## config.mk

```make
export PLATFORM = sky130hd
export DESIGN_NAME = hc_tx_port_arb_n
export DESIGN_NICKNAME = d
export VERILOG_FILES = /design/src/rtl/hc_tx_arb_pkg.sv /design/src/rtl/hc_tx_arb_pick.sv /design/src/rtl/hc_tx_port_arb_n.sv
export SDC_FILE = /design/constraint.sdc
export NUM_CORES = 1
export LEC_CHECK = 0
export CORE_MARGIN = 5
export CORE_UTILIZATION = 28
export DETAILED_ROUTE_END_ITERATION = 8
export GPL_TIMING_DRIVEN = 1
export PLACE_DENSITY = 0.78
export SYNTH_ARGS = -nofsm -noshare
export SYNTH_HDL_FRONTEND = slang
export SYNTH_SLANG_ARGS = --single-unit
```

## constraint.sdc

```tcl
create_clock -name clk -period 1.45 [get_ports clk]
set_clock_uncertainty 0.15 [all_clocks]
set_input_delay 0.29 -clock clk [delete_from_list [all_inputs] [get_ports clk]]
set_output_delay 0.29 -clock clk [all_outputs]
set_load 0.01 [all_outputs]
```

## src/rtl/hc_tx_arb_pkg.sv

```systemverilog
// Shared types and helpers for the host-controller TX port arbiter.
// Latency: none (declarations only).
// Backpressure: none (declarations only).
package hc_tx_arb_pkg;

    // Arbiter FSM states
    typedef enum logic [1:0] {
        ST_START    = 2'd0,
        ST_WAIT_REQ = 2'd1,
        ST_GRANTED  = 2'd2
    } arb_state_e;

    // Bits needed to index v items, never less than one bit
    function automatic int clog2(input int v);
        int r;
        r = 0;
        for (int i = 0; i < 31; i++) begin
            if ((1 << i) < v) begin
                r = i + 1;
            end
        end
        return (r < 1) ? 1 : r;
    endfunction

endpackage

```

## src/rtl/hc_tx_arb_pick.sv

```systemverilog
// Combinational winner select over an eligible request vector (req & ~mask).
// Latency: zero cycles, purely combinational.
// Backpressure: none; vld_o low when no eligible request, idx_o is then 0.
// Ports: req_i/mask_i per-channel request and exclusion mask, ptr_i last granted
//        channel, rr_mode_i selects round-robin, vld_o/idx_o winner.
module hc_tx_arb_pick
    import hc_tx_arb_pkg::*;
#(
    parameter int NUM_CH = 3,
    parameter int SEL_W  = clog2(NUM_CH)
) (
    input  logic [NUM_CH-1:0] req_i,
    input  logic [NUM_CH-1:0] mask_i,
    input  logic [SEL_W-1:0]  ptr_i,
    input  logic              rr_mode_i,
    output logic              vld_o,
    output logic [SEL_W-1:0]  idx_o
);

    logic [NUM_CH-1:0] elig;
    logic [SEL_W-1:0]  scan_idx;
    logic              found;

    always_comb begin
        elig     = req_i & ~mask_i;
        vld_o    = |elig;
        idx_o    = '0;
        scan_idx = '0;
        found    = 1'b0;
        if (rr_mode_i) begin
            // Scan starts one past the last winner and wraps, so the last
            // winner is considered only when nobody else is asking.
            for (int k = 1; k <= NUM_CH; k++) begin
                scan_idx = SEL_W'((int'(ptr_i) + k) % NUM_CH);
                if (!found && elig[scan_idx]) begin
                    found = 1'b1;
                    idx_o = scan_idx;
                end
            end
        end else begin
            // Walk downwards so the lowest set index is the last to write.
            for (int i = NUM_CH - 1; i >= 0; i--) begin
                if (elig[i]) begin
                    idx_o = SEL_W'(i);
                end
            end
        end
    end

endmodule

```

## src/rtl/hc_tx_port_arb_n.sv

```systemverilog
// N-channel arbiter/mux for the HC TX port; one requester owns the port until it drops req.
// Latency: req sampled in WAIT_REQ -> grant after that edge; release -> grant low after that edge,
//          at least one idle cycle before the next grant. Port mux is combinational from grant regs.
// Backpressure: no pre-emption; others wait while a grant is held. Optional macro
//          HC_TX_ARB_TIMEOUT_EN revokes a grant after MAX_HOLD cycles and masks that channel
//          until it drops req; without it grants are held indefinitely and timeoutErr is 0.
// Ports: clk/rst (sync, active high); chReq/chWEn/chData/chCntl per-channel inputs (channel i
//        at [i*W +: W]); chGnt one-hot grant; HCTxPort* muxed port; arbBusy; timeoutErr pulse.
module hc_tx_port_arb_n
    import hc_tx_arb_pkg::*;
#(
    parameter int NUM_CH      = 3,
    parameter int DATA_W      = 8,
    parameter int CNTL_W      = 8,
    parameter int ROUND_ROBIN = 0,
    parameter int MAX_HOLD    = 4096
) (
    input  logic                     clk,
    input  logic                     rst,
    input  logic [NUM_CH-1:0]        chReq,
    input  logic [NUM_CH-1:0]        chWEn,
    input  logic [NUM_CH*DATA_W-1:0] chData,
    input  logic [NUM_CH*CNTL_W-1:0] chCntl,
    output logic [NUM_CH-1:0]        chGnt,
    output logic                     HCTxPortWEnable,
    output logic [DATA_W-1:0]        HCTxPortData,
    output logic [CNTL_W-1:0]        HCTxPortCntl,
    output logic                     arbBusy,
    output logic                     timeoutErr
);

    localparam int SEL_W = clog2(NUM_CH);

    if ((NUM_CH < 2) || (NUM_CH > 8) || (MAX_HOLD < 2)) begin : g_bad_cfg
        $error("hc_tx_port_arb_n: NUM_CH must be 2..8 and MAX_HOLD at least 2");
    end

    arb_state_e        state_q, state_d;
    logic [NUM_CH-1:0] gnt_q, gnt_d;
    logic [SEL_W-1:0]  sel_q, sel_d;
    logic [SEL_W-1:0]  ptr_q, ptr_d;
    logic [NUM_CH-1:0] pick_mask;
    logic              pick_vld;
    logic [SEL_W-1:0]  pick_idx;
    logic              sel_req;

`ifdef HC_TX_ARB_TIMEOUT_EN
    localparam int HOLD_W = clog2(MAX_HOLD);

    logic [HOLD_W-1:0] hold_q, hold_d;
    logic [NUM_CH-1:0] mask_q, mask_d;
    logic              terr_q, terr_d;

    assign pick_mask  = mask_q;
    assign timeoutErr = terr_q;
`else
    assign pick_mask  = '0;
    assign timeoutErr = 1'b0;
`endif

    hc_tx_arb_pick #(
        .NUM_CH (NUM_CH),
        .SEL_W  (SEL_W)
    ) u_pick (
        .req_i     (chReq),
        .mask_i    (pick_mask),
        .ptr_i     (ptr_q),
        .rr_mode_i (ROUND_ROBIN != 0),
        .vld_o     (pick_vld),
        .idx_o     (pick_idx)
    );

    // Current request level of the channel that holds the grant
    always_comb begin
        sel_req = 1'b0;
        for (int i = 0; i < NUM_CH; i++) begin
            if (sel_q == SEL_W'(i)) begin
                sel_req = chReq[i];
            end
        end
    end

    always_comb begin
        state_d = state_q;
        gnt_d   = gnt_q;
        sel_d   = sel_q;
        ptr_d   = ptr_q;
`ifdef HC_TX_ARB_TIMEOUT_EN
        hold_d  = hold_q;
        terr_d  = 1'b0;
        // A masked channel becomes eligible again once its req is seen low.
        mask_d  = mask_q & chReq;
`endif
        case (state_q)
            ST_START: begin
                state_d = ST_WAIT_REQ;
            end
            ST_WAIT_REQ: begin
                if (pick_vld) begin
                    state_d = ST_GRANTED;
                    gnt_d   = NUM_CH'(1) << pick_idx;
                    sel_d   = pick_idx;
                    ptr_d   = pick_idx;
`ifdef HC_TX_ARB_TIMEOUT_EN
                    hold_d  = '0;
`endif
                end
            end
            ST_GRANTED: begin
                // A voluntary release takes precedence over a timeout on the same edge.
                if (!sel_req) begin
                    state_d = ST_WAIT_REQ;
                    gnt_d   = '0;
                end
`ifdef HC_TX_ARB_TIMEOUT_EN
                else if (hold_q == HOLD_W'(MAX_HOLD - 1)) begin
                    state_d = ST_WAIT_REQ;
                    gnt_d   = '0;
                    terr_d  = 1'b1;
                    mask_d  = mask_d | gnt_q;
                end else begin
                    hold_d  = hold_q + 1'b1;
                end
`endif
            end
            default: begin
                state_d = ST_START;
                gnt_d   = '0;
            end
        endcase
    end

    always_ff @(posedge clk) begin
        if (rst) begin
            state_q <= ST_START;
            gnt_q   <= '0;
            sel_q   <= '0;
            ptr_q   <= SEL_W'(NUM_CH - 1);
`ifdef HC_TX_ARB_TIMEOUT_EN
            hold_q  <= '0;
            mask_q  <= '0;
            terr_q  <= 1'b0;
`endif
        end else begin
            state_q <= state_d;
            gnt_q   <= gnt_d;
            sel_q   <= sel_d;
            ptr_q   <= ptr_d;
`ifdef HC_TX_ARB_TIMEOUT_EN
            hold_q  <= hold_d;
            mask_q  <= mask_d;
            terr_q  <= terr_d;
`endif
        end
    end

    assign chGnt   = gnt_q;
    assign arbBusy = |gnt_q;

    // Only the granted channel reaches the port; idle port is all zero.
    always_comb begin
        HCTxPortWEnable = 1'b0;
        HCTxPortData    = '0;
        HCTxPortCntl    = '0;
        if (arbBusy) begin
            for (int i = 0; i < NUM_CH; i++) begin
                if (sel_q == SEL_W'(i)) begin
                    HCTxPortWEnable = chWEn[i];
                    HCTxPortData    = chData[i*DATA_W +: DATA_W];
                    HCTxPortCntl    = chCntl[i*CNTL_W +: CNTL_W];
                end
            end
        end
    end

endmodule

```

; ---- Yosys cells after proc, flatten, opt, wreduce, memory -nomap -nowiden
; Cells that the tools add are included.
[classes]
add_sub_neg = 0
n_mul = 0
div_mod_pow = 0
magnitude_cmp = 0
eq_ne = 6
shift = 1
mux = 24
bitwise_logic = 1
reduce_logical = 7
[op_table]
columns = cell, n
row1 = two-way mux 8 bit, 8
row2 = two-way mux 2 bit, 5
row3 = case mux 3 bit (3 select lines), 1
row4 = two-way mux 1 bit, 7
row5 = two-way mux 3 bit, 2
row6 = case mux 2 bit (3 select lines), 1
row7 = OR reduction 3 bit, 2
row8 = == test 2 x 1 -> 1 bit (second input constant), 2
row9 = == test 2 bit (second input constant), 2
row10 = zero test 2 bit, 2
row11 = inequality test 2 bit (second input constant), 2
row12 = AND reduction 2 bit, 2
row13 = AND reduction 3 bit, 1
row14 = << shifter 1 x 2 -> 3 bit (first input constant), 1
row15 = NOT 1 bit, 1
[word_totals]
reg_bits = 7
latch_bits = 0
mem_bits_rw = 0
mem_bits_ro = 0
input_bits = 56
output_inout_bits = 22
elab_cells = 42
memories = 0

; ---- Longest topological paths before layout
[logic_depth]
ltp_word = 6
depth_mapped = 5
mapped_depth_nobuf = 3

; ---- By module
; A second synthesis with hierarchy kept.
[hier_totals]
cells_unflattened = 141
hier_area_um2 = 987.2
[modules_own_cells]
columns = module, instances, cells_each, area_each_um2, seq_area_each_um2
row1 = hc_tx_port_arb_n, 1, 120, 835.8, 160.2
row2 = hc_tx_arb_pick, 1, 21, 151.4, 0.0

; ---- Worst setup path after synthesis
; No wires, ideal clock.
[synth_timing]
path_type = reg2out
from = register sel_q[1]
to = output port HCTxPortCntl[5]
t_arrival_ps = 1162
required_time_ps = 1010
path_slack_ps = -152
stages_incl_launch_ff = 6
path_buffers = 2
cell_sequence = dfxtp_1 -> buf_4 -> buf_6 -> mux2i_1 -> or2_0 -> a21oi_1
[synth_between]
elab_chain_cells = 5
word_cells_on_any_way = 7
cone_classes = eq/ne (2) / mux (4) / reduce/logical (1)
[synth_lines]
columns = item, line_no
row1 = start: declaration, hc_tx_port_arb_n.sv:40  ; logic [SEL_W-1:0] sel_q, sel_d;
row2 = start signal: assignment, hc_tx_port_arb_n.sv:147  ; sel_q <= sel_d;
row3 = zero test 2 bit, hc_tx_port_arb_n.sv:167  ; if (sel_q == SEL_W'(i)) begin
row4 = two-way mux 8 bit (2 in series), hc_tx_port_arb_n.sv:167
row5 = two-way mux 8 bit *, hc_tx_port_arb_n.sv:167
row6 = two-way mux 8 bit *, hc_tx_port_arb_n.sv:165  ; if (arbBusy) begin
row7 = end: declaration, hc_tx_port_arb_n.sv:27  ; output logic [CNTL_W-1:0] HCTxPortCntl,
; Every way passes the cells marked *; elsewhere a longest branch is shown, timed or not.

; ---- Final worst setup path
[layout_timing]
from = register sel_q[1]
to = output port HCTxPortCntl[7]
; The elaborated chain is that of the path after synthesis.

==> run metrics <==
Post-Syn Area per Cell about 7.2 µm²; Cell Area, Placed approximately 1800 µm²; all-layer global routing usage 16.3%; total CTS buffers 3; I/O Buffers between 70 and 80; Die Area 4230 µm²; largest family of logic cells by synthesized area simple AND/OR/NAND/NOR gates; total power approximately 1100 µW; Final Cell Area approximately 1900 µm²; DR pass1 iterations 4; Placed Cells around 230; RSZ-0062 raised after global routing true; fin crit share 128%; Post-Synth Simple-Gate Area between 30% and 40%; via count approximately 1200; Adder-Cell Fraction of Synth Area 0%; met3 routed WL around 240 µm; hold buffer count at CTS 0; clk root buf clkbuf_4; Initial Util about 28%; first-pass GRT wire length roughly 5600 µm; fraction of layout cells with a size suffix above 1 between 40% and 50%; footprint of the multi-input gates ~790 µm²; die width roughly 65 µm; HPWL Detailed 2670 µm; Hold Fails Final Rpt 0; most frequent cells in the layout 52 x clkdlybuf4s50_1, 17 x mux2i_1, 17 x buf_2, 14 x buf_4, 13 x a21oi_2; Routed Antenna Nets 0; DR top layer met4; CP Capture Type output port; Synth Area in XOR/XNOR 0%; DR iter-0 viols 35; Synth Cell Area between 800 and 900 µm²; Layout Cells excl Fill 245; pwr dens between 500 and 600 nW/µm²; IO Count between 70 and 80; min Tclk post-route ~1.9 ns; Sink Count 7; die height between 60 and 70 µm; dominant cell type by area after synthesis mux2i_1; failing checks setup timing; Hold Path Class in2reg; met2 wire len around 1800 µm; register area ~150 µm²; vias per cell roughly 4.8; clock-pin slew on the worst setup and hold paths around 0.060 ns; worst r2r src sel_q[1]; top cells by area, synth mux2i_1 21%, dfxtp_1 17%, a21oi_1 13%; row count 20; vias in the first global route approximately 1200; hold slack ~0.37 ns; synthesized flop and latch total 7; Fmax between 0.5 and 0.6 GHz; Synth cell types 30; end of the worst register-to-register path chGnt[2]; largest net degree at the start of global routing 12; Clk Latency, worst-skew pair roughly 0.26 ns; setup slack after layout -0.405 ns; gpl congestion 0.841; slack of the worst reg-to-reg path -0.18 ns; Remaining DRCs 0; Filler Cells Inserted between 200 and 300; Max Root-Sink Buffers 2; startpoint class of the critical path flop; initial antenna violation count 0; Post-synth EDFFs 0; Area growth syn-to-layout 129%; GRT overflow 0; register area share after synthesis about 17%; CTS tree built; core area a little under 3000 µm²; Routed Wire Length roughly 3600 µm; Synth Area in Compound Gates about a fifth; outcome complete, but fails checks; M1 wire length approximately 1500 µm; most common cell after layout, fill and taps aside clkdlybuf4s50_1; Data arrival, critical path roughly 1.4 ns; crit path to HCTxPortCntl[7]; Synth top area share a little over a fifth; Synth Warn # 0; Setup Crit Path Kind reg2out; mean routed wirelength per cell about 15 µm; Worst Path Required slightly above 1 ns; Max Slew Vio Count 0; number of diodes 0; worst-path fanout max 5; Top FF cell, synth dfxtp_1; Async SR Flop Fraction 0%; Cells after Synth about 120; fin nets between 200 and 300; r2r worst-path depth 5; worst setup path start sel_q[1]; Post-Syn Nets 173; Leak 0.000783 µW; Peak VDD IR ~0.4 mV; max-cap violation count 0; mux cell area share after synthesis 22.6%; H-tree Lvls 1; final setup fails 22
logic make-up (layout without fill, tap and decap cells):
family	count (synthesis)	count (layout)
AO/OA/AOI/OAI	30	30
buffers and inverters	10	105
flip-flops	7	7
multiplexers	19	19
other	1	1
AND/OR/NAND/NOR	50	50
how the worst min path moves through the flow:
stage / endpoint / from / cells past startpoint
global placement: state_q[0] / state_q[0] / 2
detailed placement: chGnt[0] / state_q[0] / 2
finish: chGnt[0] / chReq[0] / 4
floorplan: sel_q[0] / chReq[1] / 2
global route: chGnt[1] / chReq[0] / 4
CTS: chGnt[1] / chReq[1] / 4
worst max-delay path, stage by stage, from the launching register on:
cell and delay, ns:
dfxtp_4 0.37, clkbuf_16 0.16, mux2i_1 0.11, or2_0 0.22, a21oi_1 0.14, buf_2 0.15
routing by layer:
metal / global-route usage, % / vias up
met4: 4.49 / 0
met1: 19.8 / 537
met2: 28.9 / 39
met3: 3.47 / 4
met5: 0 / -
li1: - / 598
Yosys cell counts (2+ instances only):
cell and count:
buf_2 2, nor2b_1 2, mux2i_1 18, clkbuf_1 3, nor3b_1 2, dfxtp_1 7
or2_2 2, a21oi_1 22, a311oi_1 3, and2b_1 2, nand2_1 19, or2_0 15
buf_4 2, o21ai_0 2
per-stage QoR:
step | TNS [ns] | utilization (%) | setup slack [ns]
floorplan | -0.578 | - | -0.0763
global placement | -13.63 | 60.2 | -0.712
detailed placement | -14.17 | 60.2 | -0.741
CTS | -6.98 | 62.1 | -0.423
global route | -8.40 | 65.0 | -0.462
finish | -7.05 | 65.0 | -0.405
repair_timing:
action / 4_1_cts / 5_1_grt
endpoints found under the setup margin: 26 / 26
resized for setup: 106 / 29
setup buffers: 5 / 1
hold endpoints to repair: 0 / 0
pin swaps: 13 / 24
cloned: 1 / 1
state kept, by name, indices dropped and copies added (netlist names):
| register | cells |
|---|---|
| chGnt | 3 |
| sel_q | 2 |
| state_q | 2 |
power breakdown:
| part | leakage (µW) | internal [µW] | switching [µW] |
|---|---|---|---|
| Combinational | 0.000708 | 400 | 274 |
| Sequential | 0.0000594 | 211 | 28.4 |
| Clock | 0.0000150 | 106 | 86.8 |
cell type report:
class / instances / share of cell area, %
Multi-Input combinational cell: 100 / 40.8
Clock buffer: 4 / 1.36
Tap cell: 33 / 2.13
Timing Repair Buffer: 100 / 47.7
Inverter: 1 / 0.323
Sequential cell: 7 / 7.62
Note: power is estimated with default switching activity, not from simulation.
